==> config.mk <==
export PLATFORM = sky130hd
export DESIGN_NAME = io_strobe_seq
export DESIGN_NICKNAME = d
export VERILOG_FILES = /design/src/rtl/io_strobe_pkg.sv /design/src/rtl/io_sel_check.sv /design/src/rtl/io_strobe_seq.sv
export SDC_FILE = /design/constraint.sdc
export NUM_CORES = 1
export LEC_CHECK = 0
export ABC_AREA = 1
export BUFFER_PORTS_ARGS = -buffer_cell sky130_fd_sc_hd__buf_4
export CORE_ASPECT_RATIO = 1.5
export CORE_UTILIZATION = 57
export CTS_CLUSTER_DIAMETER = 40
export DETAILED_ROUTE_END_ITERATION = 8
export PLACE_DENSITY = 0.88
export SLEW_MARGIN = 30
export SYNTH_ARGS = -nofsm -noshare
export SYNTH_HDL_FRONTEND = slang
export SYNTH_HIERARCHICAL = 1
export SYNTH_SLANG_ARGS = --single-unit
==> constraint.sdc <==
create_clock -name CLK -period 2.7 [get_ports CLK]
set_input_delay 0.135 -clock CLK [delete_from_list [all_inputs] [get_ports CLK]]
set_output_delay 0.135 -clock CLK [all_outputs]
set_load 0.01 [all_outputs]
==> src/rtl/io_strobe_pkg.sv <==
// Shared types for the I/O strobe sequencer and its decode helpers.
package io_strobe_pkg;

    typedef enum logic [2:0] {
        IDLE,
        SETUP,
        STROBE,
        HOLD,
        DONE
    } state_t;

    typedef enum logic {
        DIR_RD,
        DIR_WR
    } dir_t;

    // Width of an encoded index over n selects (at least one bit).
    function automatic int idx_width(input int n);
        return (n > 1) ? $clog2(n) : 1;
    endfunction

endpackage

==> src/rtl/io_sel_check.sv <==
// Classifies an active-low select vector as none / one-hot / multiple
// and encodes the index of the (last) asserted select.
module io_sel_check
    import io_strobe_pkg::*;
#(
    parameter int NSEL = 4
) (
    input  logic [NSEL-1:0]            sel_n,
    output logic                       one_hot,
    output logic                       none,
    output logic                       multi,
    output logic [idx_width(NSEL)-1:0] idx
);

    localparam int IDXW = idx_width(NSEL);

    logic [IDXW:0] low_count;

    // Count asserted selects and remember the position of one of them.
    always_comb begin
        low_count = '0;
        idx       = '0;
        for (int unsigned i = 0; i < NSEL; i++) begin
            if (!sel_n[i]) begin
                low_count = low_count + 1'b1;
                idx       = IDXW'(i);
            end
        end
    end

    assign none    = (low_count == '0);
    assign one_hot = (low_count == (IDXW + 1)'(1));
    assign multi   = (low_count > (IDXW + 1)'(1));

endmodule

==> src/rtl/io_strobe_seq.sv <==
// I/O cycle sequencer: turns decoded selects plus IOR/IOW requests into
// timed CS/RD/WR strobes with per-select wait states and a READY pulse.
module io_strobe_seq
    import io_strobe_pkg::*;
#(
    parameter int NSEL  = 4,
    parameter int WAITW = 3
) (
    input  logic                   CLK,
    input  logic                   RESET,
    input  logic [NSEL-1:0]        SEL_N,
    input  logic                   IOR,
    input  logic                   IOW,
    input  logic [NSEL*WAITW-1:0]  WAITS,
    output logic [NSEL-1:0]        CS_N,
    output logic                   RD_N,
    output logic                   WR_N,
    output logic                   READY,
    output logic                   ERR
);

    localparam int IDXW = idx_width(NSEL);

    state_t            state, state_nx;
    dir_t              dir_q, dir_nx;
    logic [WAITW-1:0]  cnt, cnt_nx;
    logic              err_q, err_pend_nx;
    logic              ior_q, iow_q;
    logic [NSEL-1:0]   cs_n_nx;
    logic              rd_n_nx, wr_n_nx, ready_nx, err_nx;

    logic              sel_one_hot, sel_none, sel_multi;
    logic [IDXW-1:0]   sel_idx;
    logic              rd_rise, wr_rise;

    io_sel_check #(
        .NSEL(NSEL)
    ) u_sel_check (
        .sel_n   (SEL_N),
        .one_hot (sel_one_hot),
        .none    (sel_none),
        .multi   (sel_multi),
        .idx     (sel_idx)
    );

    assign rd_rise = IOR & ~ior_q;
    assign wr_rise = IOW & ~iow_q;

    // Next-state, counter and registered-output decisions.
    always_comb begin
        state_nx    = state;
        dir_nx      = dir_q;
        cnt_nx      = cnt;
        err_pend_nx = err_q;
        cs_n_nx     = CS_N;
        rd_n_nx     = RD_N;
        wr_n_nx     = WR_N;
        ready_nx    = 1'b0;
        err_nx      = 1'b0;

        unique case (state)
            IDLE: begin
                if (rd_rise || wr_rise) begin
                    if (sel_none || sel_multi || (rd_rise && wr_rise)) begin
                        state_nx    = DONE;
                        err_pend_nx = 1'b1;
                    end else if (sel_one_hot) begin
                        state_nx         = SETUP;
                        dir_nx           = rd_rise ? DIR_RD : DIR_WR;
                        cnt_nx           = WAITS[sel_idx*WAITW +: WAITW];
                        cs_n_nx          = '1;
                        cs_n_nx[sel_idx] = 1'b0;
                    end
                end
            end
            SETUP: begin
                state_nx = STROBE;
                if (dir_q == DIR_RD) rd_n_nx = 1'b0;
                else                 wr_n_nx = 1'b0;
            end
            STROBE: begin
                if (cnt == '0) begin
                    state_nx = HOLD;
                    rd_n_nx  = 1'b1;
                    wr_n_nx  = 1'b1;
                end else begin
                    cnt_nx = cnt - 1'b1;
                end
            end
            HOLD: begin
                state_nx = DONE;
                cs_n_nx  = '1;
                ready_nx = 1'b1;
            end
            DONE: begin
                // A normal cycle arrives here with READY already raised; an
                // error cycle arrives with READY low and raises it one edge
                // later, so both paths hold READY for exactly one cycle.
                if (READY) begin
                    state_nx    = IDLE;
                    err_pend_nx = 1'b0;
                end else begin
                    ready_nx = 1'b1;
                    err_nx   = err_q;
                end
            end
            default: state_nx = IDLE;
        endcase
    end

    // State, history and output registers with asynchronous reset.
    always_ff @(posedge CLK or posedge RESET) begin
        if (RESET) begin
            state <= IDLE;
            dir_q <= DIR_RD;
            cnt   <= '0;
            err_q <= 1'b0;
            ior_q <= 1'b0;
            iow_q <= 1'b0;
            CS_N  <= '1;
            RD_N  <= 1'b1;
            WR_N  <= 1'b1;
            READY <= 1'b0;
            ERR   <= 1'b0;
        end else begin
            state <= state_nx;
            dir_q <= dir_nx;
            cnt   <= cnt_nx;
            err_q <= err_pend_nx;
            ior_q <= IOR;
            iow_q <= IOW;
            CS_N  <= cs_n_nx;
            RD_N  <= rd_n_nx;
            WR_N  <= wr_n_nx;
            READY <= ready_nx;
            ERR   <= err_nx;
        end
    end

endmodule

After elaboration in Yosys (flattened, before gate mapping)
Index checks and enable logic that the tools add are counted.
W data, S select, Z words.
{ "op_classes": {"n_addsub": 4, "multipliers": 1, "order_cmp": 3, "eq_ne": 15, "shift": 1, "mux": 37, "bitwise": 6, "n_reduce_logical": 19} }
{ "op_table": {"columns": ["cell", "count"], "rows": [
  ["$mux W3", 12],
  ["$ne A2 B2 Y1 const B", 9],
  ["$pmux W3 S5", 1],
  ["$mux W1", 12],
  ["$mux W4", 3],
  ["$reduce_and A4 Y1", 3],
  ["$shiftx A12 B5 Y3", 1],
  ["$logic_not A3 Y1", 3],
  ["$reduce_and A3 Y1", 3],
  ["$pmux W1 S2", 4],
  ["$pmux W4 S2", 1],
  ["$reduce_bool A2 Y1", 4],
  ["$add A3 B1 Y3 const B", 2],
  ["$eq A3 B1 Y1 const B", 2],
  ["$eq A3 B2 Y1 const B", 2],
  ["$pmux W3 S2", 1],
  ["$reduce_and A5 Y1", 1],
  ["$mul A2 B2 Y4 const B", 1],
  ["$mux W2", 2],
  ["$not A4 Y4", 1],
  ["$eq A3 B3 Y1 const B", 1],
  ["$gt A3 B1 Y1 const B", 1],
  ["$logic_or A1 B1 Y1", 3],
  ["$lt A2 B3 Y1 const B", 1],
  ["other kinds (8)", 12]
]} }
{ "totals": {"regBits": 18, "in_bits": 20, "output_inout_bits": 8, "wordCells": 97} }

Longest topological paths before layout
Gate-level depths: netlist of run 1.
{ "logic_depth": {"word_depth": 13, "mapped_depth": 19, "depth_no_buf": 19} }

Modules after synthesis
Netlist of run 1, hierarchy kept.
{ "by_module_without_submodules": {"columns": ["module", "instances", "cells_each", "area_each_um2", "seq_area_each_um2"], "rows": [
  ["io_strobe_seq", 1, 159, 1089.8, 457.9],
  ["io_sel_check", 1, 40, 190.2, 0.0]
]} }

Worst setup path before layout of run 1
No wires, ideal clock.
{ "synth_path": {"path_type": "input -> register", "from": "input SEL_N[0]", "to": "register state[2]", "setup_ns": 0.117, "arrival_ns": 1.807, "required_time_ns": 2.583, "path_slack_ns": 0.776, "stages": 15, "path_buffers": 0, "cell_sequence": "inv_1 ha_1 inv_1 nand2_1 nand2_2 ha_1 or2_1 nand2_1 nand2_2 nor2_1 nand2_1 nor2_1 nand2_1 nand3_1 nand2_1"} }
{ "synth_via": {"elab_chain_cells": 13, "word_cells_on_any_way": 17, "cone_classes": "add/sub (3); order compare (1); eq/ne (2); mux (7); reduce/logical (4)"} }
{ "synth_rtl": {"columns": ["item", "line_no", "rtl"], "rows": [
  ["start: declaration", "io_strobe_seq.sv:11", "input logic [NSEL-1:0] SEL_N,"],
  ["$mux W1 *", "io_sel_check.sv:24", "if (!sel_n[i]) begin"],
  ["$add A1 B1 Y2", "io_sel_check.sv:25", "low_count = low_count + 1'b1;"],
  ["$mux W3 *", "io_sel_check.sv:24", null],
  ["$add A3 B1 Y3", "io_sel_check.sv:25", null],
  ["$mux W3 *", "io_sel_check.sv:24", null],
  ["$add A3 B1 Y3", "io_sel_check.sv:25", null],
  ["$mux W3 *", "io_sel_check.sv:24", null],
  ["$gt A3 B1 Y1 *", "io_sel_check.sv:33", "assign multi = (low_count > (IDXW + 1)'(1));"],
  ["via sel_multi", "io_strobe_seq.sv:32", "logic sel_one_hot, sel_none, sel_multi;"],
  ["$logic_or A1 B1 Y1 * (2 in series)", "io_strobe_seq.sv:64", "if (sel_none || sel_multi || (rd_rise && wr_rise)) begin"],
  ["$mux W3", "io_strobe_seq.sv:64", null],
  ["$mux W3", "io_strobe_seq.sv:63", "if (rd_rise || wr_rise) begin"],
  ["$pmux W3 S5", "io_strobe_seq.sv:61", "unique case (state)"],
  ["end signal: assignment", "io_strobe_seq.sv:126", "state <= state_nx;"],
  ["end: declaration", "io_strobe_seq.sv:24", "state_t state, state_nx;"]
]} }
The timed path passes the listed nets; every way through them passes the cells marked *. The select of a mux whose other input is x is not followed.
A chain may end at the register's enable or synchronous reset.

Worst setup path in the final report of run 1
{ "layout_path": {"from": "input SEL_N[1]", "to": "register CS_N[1]"} }
{ "layout_via": {"word_cells_on_any_way": 26, "cone_classes": "add/sub (2); order compare (3); eq/ne (3); mux (12); bitwise (1); reduce/logical (5)"} }
{ "layout_rtl": {"columns": ["item", "line_no", "rtl"], "rows": [
  ["$mux W3 *", "io_sel_check.sv:24", null],
  ["$add A3 B1 Y3", "io_sel_check.sv:25", null],
  ["$mux W3 *", "io_sel_check.sv:24", null],
  ["$add A3 B1 Y3", "io_sel_check.sv:25", null],
  ["$mux W3 *", "io_sel_check.sv:24", null],
  ["$gt A3 B1 Y1 *", "io_sel_check.sv:33", null],
  ["via sel_multi", "io_strobe_seq.sv:32", null],
  ["$logic_or A1 B1 Y1 * (2 in series)", "io_strobe_seq.sv:64", null],
  ["$ne A2 B2 Y1 (no line) *", null, null],
  ["$reduce_and A4 Y1 (no line) *", null, null],
  ["end signal: assignment", "io_strobe_seq.sv:132", "CS_N <= cs_n_nx;"],
  ["end: declaration", "io_strobe_seq.sv:15", "output logic [NSEL-1:0] CS_N,"]
]} }
Marks and branches as above.

==> impl_summary.md, run 1 <==
Drt
The number of vias in the routed layout is 1278. The detailed-route vias per instance is 5.01. The number of violations reported at the end of detailed-routing iteration 0 is 20.

After detailed routing, the total wire length is 2520 um. After detailed routing, the number of remaining DRC violations is 0. Once detail routing completed, the nets flagged for antenna violations numbered 0. The routed wirelength normalized by instance count is 9.90 um. The pre-antenna-repair detailed-routing pass consisted of 4 iterations.

Place
The number of buffer cells added on primary ports is 27. The final estimated routing congestion in global placement is 0.771. The pre-CTS setup slack is 0.429 ns. Summed over all nets, the half-perimeter wirelength after detailed placement is 2100 um. After detailed placement, the total cell area comes to 1510 sq um.

Clocking
In this run the number of H-tree levels came out at 1. At the later pin of the worst-skew pair, clock insertion delay measures 0.30 ns. The number of buffers created by CTS is 3. The number of setup buffers added after CTS is 0. TritonCTS built the clock tree. Counting every sink on the clock net gives 18.

In this run the deepest clock path goes through 2 buffers. The number of gates resized after CTS was 0. The number of hold-repair buffers added at the cts stage is 3.

After clock tree synthesis, the clock-pin slew on the worst setup and hold paths is 0.10 ns. The root buffer cell is sky130_fd_sc_hd__clkbuf_4.

STA
Dividing the final minimum period by the clock period gives 0.747. The total count of hold-check failures in the final report is 0. The number of max-slew violations in the final report is 0.

The worst slew margin relative to its limit is 0.558. The smallest clock period supported by the final layout is computed as 2.02 ns. The slew of the pin with the lowest slew margin is 0.663 ns. On the final layout, the worst clock skew is 0.0112 ns. Once routing completed, OpenROAD measured the worst setup slack at 0.684 ns. For the final routed database, the setup TNS stands at 0 ns. Hold is met by 0.307 ns. Based on the critical path, the design can be clocked at up to 0.496 GHz. Setup repair after global routing left no endpoint under its margin. The final setup violation count is 0.

Floorplan
The initial cell density of the core is 0.616. The top-level I/O count is 28. The total number of placement rows is 20. The core outline area is 2080 sq um. The die is 60.0 um tall. The die covers 2440 sq um. The die outline width is 40.7 um.

Yosys
Counting flops with a built-in enable in the synthesized netlist gives 0. Averaged over all synthesized cells, the footprint is 6.43 sq um. The post-synthesis sequential element count is 18. The most instantiated flip-flop cell in the synthesis netlist is sky130_fd_sc_hd__dfrtp_1. The fraction of synthesis flops using an asynchronous set or reset pin is 1.00. The Yosys step of the flow raised 6 warnings. The cell area after synthesis is 1280 sq um. The sequential share of the synthesized area is 0.358. The post-synthesis net count is 224. The number of distinct library cell variants in the gate-level netlist after synthesis is 19. The synthesized instance count is 199.

GRT
The pin count of the biggest net entering global routing is 19. The first global-routing pass estimated 4280 um of wire. Global routing finished with a remaining overflow of 0. The number of global-route vias before repair came to 1135. In the global route stage, overall resource usage came out at 0.252.

The initial antenna violation count is 0.

Min path
The class of the tightest hold or removal check is in -> reg.

Power
The analysis attributes to cell leakage a power of 0.939 nW. In this run the power density over the cells is 838 nW/um^2. Overall power consumption after layout is estimated at 1.31 mW. The worst-case IR drop observed on VDD is 0.367 mV.

Final layout
The post-route cell area is 1570 sq um. The filler cell count in the final layout is 171. The number of nets in the finished design is 259.

The fraction of layout cells with a size suffix above 1 is 0.215. Relative to the synthesized area, the layout overhead comes to 22.4%. The number of antenna diodes in the final layout is 0.

Run status
The run finished with clean final reports.

Flow run
The max-cap violation count is 0.

Setup path
The data arrival time at the worst-slack endpoint is 2.24 ns. The biggest fanout along the worst timing path is 5. The worst setup path is of the in -> reg kind.

The category of the worst setup path launch point is an input port. The worst setup path is captured at a register. STA puts the critical path data required time at 2.93 ns.
## per-layer routing
metal	share of wire	track usage	routed length, um	vias up
met4	0.021	0.114	52	0
met1	0.36	0.261	906	570
met3	0.032	0.0223	81	5
met2	0.59	0.469	1480	36
li1	-	-	-	667
met5	0	0	0	-
## state kept, by name, summed over array words and instances, names as in the netlist
| register | flops |
|---|---|
| CS_N | 4 |
| cnt | 3 |
| state | 3 |
| ERR | 1 |
| RD_N | 1 |
| READY | 1 |
| WR_N | 1 |
| dir_q | 1 |
| err_q | 1 |
| ior_q | 1 |
| iow_q | 1 |
## worst paths after layout
path,startpoint,cells after the start,to,slack [ns]
setup reg to reg,state[2]$_DFFE_PP0P_,6,CS_N[1]$_DFFE_PP1P_,1.34
hold / removal,WAITS[4],9,cnt[1]$_DFFE_PP0P_,0.31
hold reg to reg,CS_N[0]$_DFFE_PP1P_,2,CS_N[0]$_DFFE_PP1P_,0.47
max in group asynchronous,RESET,3,state[1]$_DFFE_PP0P_,1.80
min in group asynchronous,RESET,3,ERR$_DFF_PP0_,0.47
setup / recovery,SEL_N[1],16,CS_N[1]$_DFFE_PP1P_,0.68
## logic make-up (layout without fill, tap and decap cells)
logic type	Yosys count	count (layout)	share of synthesized area
adder cells (fa/ha/maj)	5	5	0.0489
AND/OR/NAND/NOR	128	128	0.439
AO/OA/AOI/OAI	11	11	0.0430
flip-flops	18	18	0.358
buffers and inverters	37	71	0.111
## layout make-up
class                   count  area (sq um)  share of cell area
flip-flops and latches     18           458               0.292
clock buffers               4          26.3              0.0168
inverters                  36           135              0.0863
multi-input cells         144           679               0.434
repair buffers             31           240               0.153
well taps                  22          27.5              0.0176
## per-stage QoR
step / cells / utilization
after CTS: 255 / 0.754
after floorplan: 199 / -
after detailed placement: 248 / 0.727
after global placement: 248 / 0.727
after global routing: 255 / 0.754
final: 255 / 0.754
## cells in the final DEF, fill, tap and decap left out, types with 3 or more instances in the layout
cell	n
sky130_fd_sc_hd__inv_2	3
sky130_fd_sc_hd__dfrtp_1	12
sky130_fd_sc_hd__clkbuf_4	3
sky130_fd_sc_hd__nor2_1	19
sky130_fd_sc_hd__nand2_1	82
sky130_fd_sc_hd__o21ai_0	8
sky130_fd_sc_hd__inv_1	33
sky130_fd_sc_hd__ha_1	5
sky130_fd_sc_hd__dfstp_2	6
sky130_fd_sc_hd__dlygate4sd3_1	3
sky130_fd_sc_hd__nand2_2	6
sky130_fd_sc_hd__nand3_1	13
sky130_fd_sc_hd__a21oi_1	3
sky130_fd_sc_hd__buf_4	28
## cells in the mapped netlist, types with 2 or more instances
cell type,count,area [sq um]
sky130_fd_sc_hd__o21ai_0,8,40.0
sky130_fd_sc_hd__ha_1,5,62.6
sky130_fd_sc_hd__dfrtp_1,12,300
sky130_fd_sc_hd__nand3_1,13,65.1
sky130_fd_sc_hd__or2_0,2,12.5
sky130_fd_sc_hd__a21oi_1,3,15.0
sky130_fd_sc_hd__nor2_1,19,71.3
sky130_fd_sc_hd__dfstp_2,6,158
sky130_fd_sc_hd__nand2_2,6,37.5
sky130_fd_sc_hd__nand2_1,82,308
sky130_fd_sc_hd__inv_2,3,11.3
sky130_fd_sc_hd__inv_1,33,124
## where the power goes
group / internal (mW) / switching (mW)
Combinational: 0.271 / 0.417
Clock: 0.0576 / 0.0821
Sequential: 0.411 / 0.0730
## critical path, stage by stage
cell	delay [ns]
sky130_fd_sc_hd__buf_4	0.09
sky130_fd_sc_hd__inv_1	0.04
sky130_fd_sc_hd__ha_1	0.34
sky130_fd_sc_hd__inv_1	0.08
sky130_fd_sc_hd__nand2_1	0.08
sky130_fd_sc_hd__nand2_2	0.07
sky130_fd_sc_hd__ha_1	0.29
sky130_fd_sc_hd__or2_1	0.21
sky130_fd_sc_hd__nand2_1	0.08
sky130_fd_sc_hd__nand2_2	0.06
sky130_fd_sc_hd__nor2_1	0.16
sky130_fd_sc_hd__nand2_1	0.15
sky130_fd_sc_hd__nand2_1	0.21
sky130_fd_sc_hd__nand2_2	0.11
sky130_fd_sc_hd__nand2_1	0.08
sky130_fd_sc_hd__nand2_1	0.06
Note: power is estimated with default switching activity, not from simulation.
==> run 2, diff against run 1 <==
- CORE_UTILIZATION: 57 -> 48
- PLACE_DENSITY: 0.88 -> 0.8
- clock period: 2.7 -> 1.8 ns (I/O delays scaled with it)
==> run 2 against run 1 <==
Die area grew 18%. Register-to-register slack lost 0.91 ns. Design area is 6.4% higher. Global-route usage shrank 5.2 points.
==> impl_summary.md, run 2 (synthesis results as in run 1) <==
Run status
The run finished with clean final reports.

Clocking
The post-CTS setup buffer count is 0. TritonCTS built the clock tree. After clock tree synthesis, the clock-pin slew on the worst setup and hold paths is 0.11 ns. The deepest level of the CTS H-tree is 1. The number of sinks handled by clock tree synthesis is 18. The maximum clock insertion buffer count is 2. TritonCTS created 3 clock buffers. In this run the clock root is driven by a sky130_fd_sc_hd__clkbuf_4. The worst-skew pair later-pin latency is 0.29 ns.

Floorplan
The total number of placement rows is 22. The floorplan step set the die height to 65.2 um. The top-level I/O count is 28.

The core outline area is 2480 sq um. The initial cell density of the core is 0.517. The die area is 2880 sq um. The die outline width is 44.2 um.

Drt
The routed layout has 1247 vias. Before antenna repair, the detailed router went through 4 iterations. The remaining antenna violation count after routing is 0. In the detailed route, the total length drawn on met3 is 49 um. The routed wirelength normalized by instance count is 9.53 um.

The highest routed metal layer is met4. The number of violations reported at the end of detailed-routing iteration 0 is 34. The detailed-route vias per instance is 4.78.

The wire length the detailed router placed on met1 is 1050 um. The total routed wirelength is 2490 um. The routed design uses 1330 um of met2 wire. The DRC violation count after routing is 0.

Final layout
Measured on the finished design, the core utilization comes to 0.673. The area taken by flip-flops and latches is 458 sq um. The filler cell count in the final layout is 225.

The number of antenna diodes is 0. The number of flip-flops under the largest register name is 4. The largest registers in the layout are CS_N: 4 flops, cnt: 3 flops, state: 3 flops. The register with the most flip-flops in the final layout is CS_N. After routing the design area is 1670 sq um. The library cells used most frequently in the layout, excluding fill and tap cells, are 77 x sky130_fd_sc_hd__nand2_1, 32 x sky130_fd_sc_hd__buf_4, 30 x sky130_fd_sc_hd__inv_1, 16 x sky130_fd_sc_hd__nor2_1, 13 x sky130_fd_sc_hd__nand3_1. The number of nets in the finished design is 263. Of the cells placed in the final design, the portion with a size suffix greater than 1 is 0.283. From synthesis to final layout, the design area changed by 30.2%. In the final layout, the multi-input gates occupy 737 sq um.

The most common cell after layout, fill and taps aside is sky130_fd_sc_hd__nand2_1.

Power
The fraction of power spent switching nets is 0.429. The leakage power summed over all cells is 0.972 nW. The sequential fraction of design power is 0.352. The clock group share of total power is 0.121.

The worst-case IR drop observed on VDD is 0.484 mV. The sum of internal, switching and leakage power is 2.06 mW. Of the total power, combinational logic draws 0.527.

The power density over the cells is 1230 nW/um^2. Internal power comes to 1.17 mW. For this design the total switching power over the nets is 0.883 mW.

STA
For the finished layout, the period the worst path requires is 1.69 ns. The total count of hold-check failures in the final report came to 0. For the final routed database, the setup TNS stands at 0 ns. The maximum frequency from static timing analysis is 0.592 GHz. The worst pin sits at a relative slew slack of 0.558. The share of the clock period used by the worst path is 0.938.

The slew of the pin with the lowest slew margin is 0.663 ns. The clock skew after layout is 0.00584 ns. Setup violations remaining at the end of the flow were counted as 0.

The number of max-slew violations in the final report is 0.

GRT
The initial antenna violation count came to 0. The total global-route track usage is 0.200. The global-route wire length before repair is 4460 um. The number of global-route vias before repair is 1180. For this run the aggregate overflow at the end of global routing stands at 0. Entering global routing, the biggest net connects 19 pins.

Setup path
Of all nets on the critical path, the largest fanout is 4. In this design, the stage delay of the slowest critical-path cell is 0.28 ns. The library cell appearing most often on the critical path is sky130_fd_sc_hd__nand2_2.

STA classifies the critical path startpoint as an input port. The data arrival time at the worst-slack endpoint is 1.89 ns. The critical path in this run is classified as in -> reg. The required arrival time at the worst endpoint is 2.00 ns. STA classifies the critical path endpoint as a register.

The critical path goes through buf_4 -> inv_2 -> ha_4 -> inv_2 -> nand2_2 -> nand2_2 -> ha_1 -> or2_1 -> nand2_2 -> nand2_4 -> nor2_4 -> nor2_4 -> nand2_2 -> nand2_2 -> nand2_4 -> inv_2 -> nand2_1 -> nand2_1. For this design, the slowest cell found on the critical path is sky130_fd_sc_hd__ha_1.

Min path
The class of the tightest hold or removal check is in -> reg.

Place
The placed standard-cell area is 1560 sq um. Once detailed placement completed, the half-perimeter wirelength came to 1930 um. Input and output buffers added on the ports amount to 27.

The congestion estimate from routability-driven global placement came to 0.800.

Flow run
The max-cap violation count is 0.
run 2: per-stage QoR:
step	instances	hold slack (ns)	setup slack, ns
6_report	261	0.282	0.111
5_1_grt	261	0.371	-0.00898
4_1_cts	261	0.283	0.0604
3_5_place_dp	254	0.218	-0.250
3_3_place_gp	254	0.216	-0.174
2_1_floorplan	199	0.0242	0.00695
run 2: power by group through the flow:
stage	clock (mW)	sequential, mW	combinational [mW]
after floorplan	0	0.758	0.694
after global placement	0	0.731	1.00
after detailed placement	0	0.735	1.02
after CTS	0.250	0.727	1.04
after global routing	0.263	0.749	1.27
final	0.249	0.724	1.08
run 2: cell type report:
cell class	instances	area share
repair buffers	35	0.162
multi-input cells	144	0.442
inverters	36	0.0811
well taps	24	0.0180
clock buffers	4	0.0218
flip-flops and latches	18	0.275
run 2: timing repair:
| item | 4_1_cts | 5_1_grt |
|---|---|---|
| resized for setup | 0 | 14 |
| hold endpoints to repair | 14 | 0 |
| endpoints found under the setup margin | 0 | 10 |
| hold buffers | 3 | 0 |
run 2: critical path: cells and delay by family:
| family | cells | cell delay (ns) |
|---|---|---|
| AND/OR/NAND/NOR | 12 | 1.04 |
| adder cells (fa/ha/maj) | 2 | 0.55 |
| buffers and inverters | 4 | 0.22 |
run 2: final timing paths:
| kind | from | end | slack, ns | cells after the start |
|---|---|---|---|---|
| max | SEL_N[0] | cnt[1]$_DFFE_PP0P_ | 0.11 | 18 |
| min | WAITS[11] | cnt[2]$_DFFE_PP0P_ | 0.28 | 9 |
| max reg2reg | cnt[0]$_DFFE_PP0P_ | cnt[1]$_DFFE_PP0P_ | 0.43 | 10 |
| min reg2reg | CS_N[1]$_DFFE_PP1P_ | CS_N[1]$_DFFE_PP1P_ | 0.47 | 2 |
| max in group asynchronous | RESET | state[0]$_DFFE_PP0P_ | 0.94 | 3 |
| min in group asynchronous | RESET | state[2]$_DFFE_PP0P_ | 0.44 | 3 |
run 2: routing by layer:
metal | track usage | vias to the layer above
met4 | 0.0985 | 0
met2 | 0.366 | 23
met3 | 0.0137 | 6
met1 | 0.223 | 546
met5 | 0 | -
li1 | - | 672
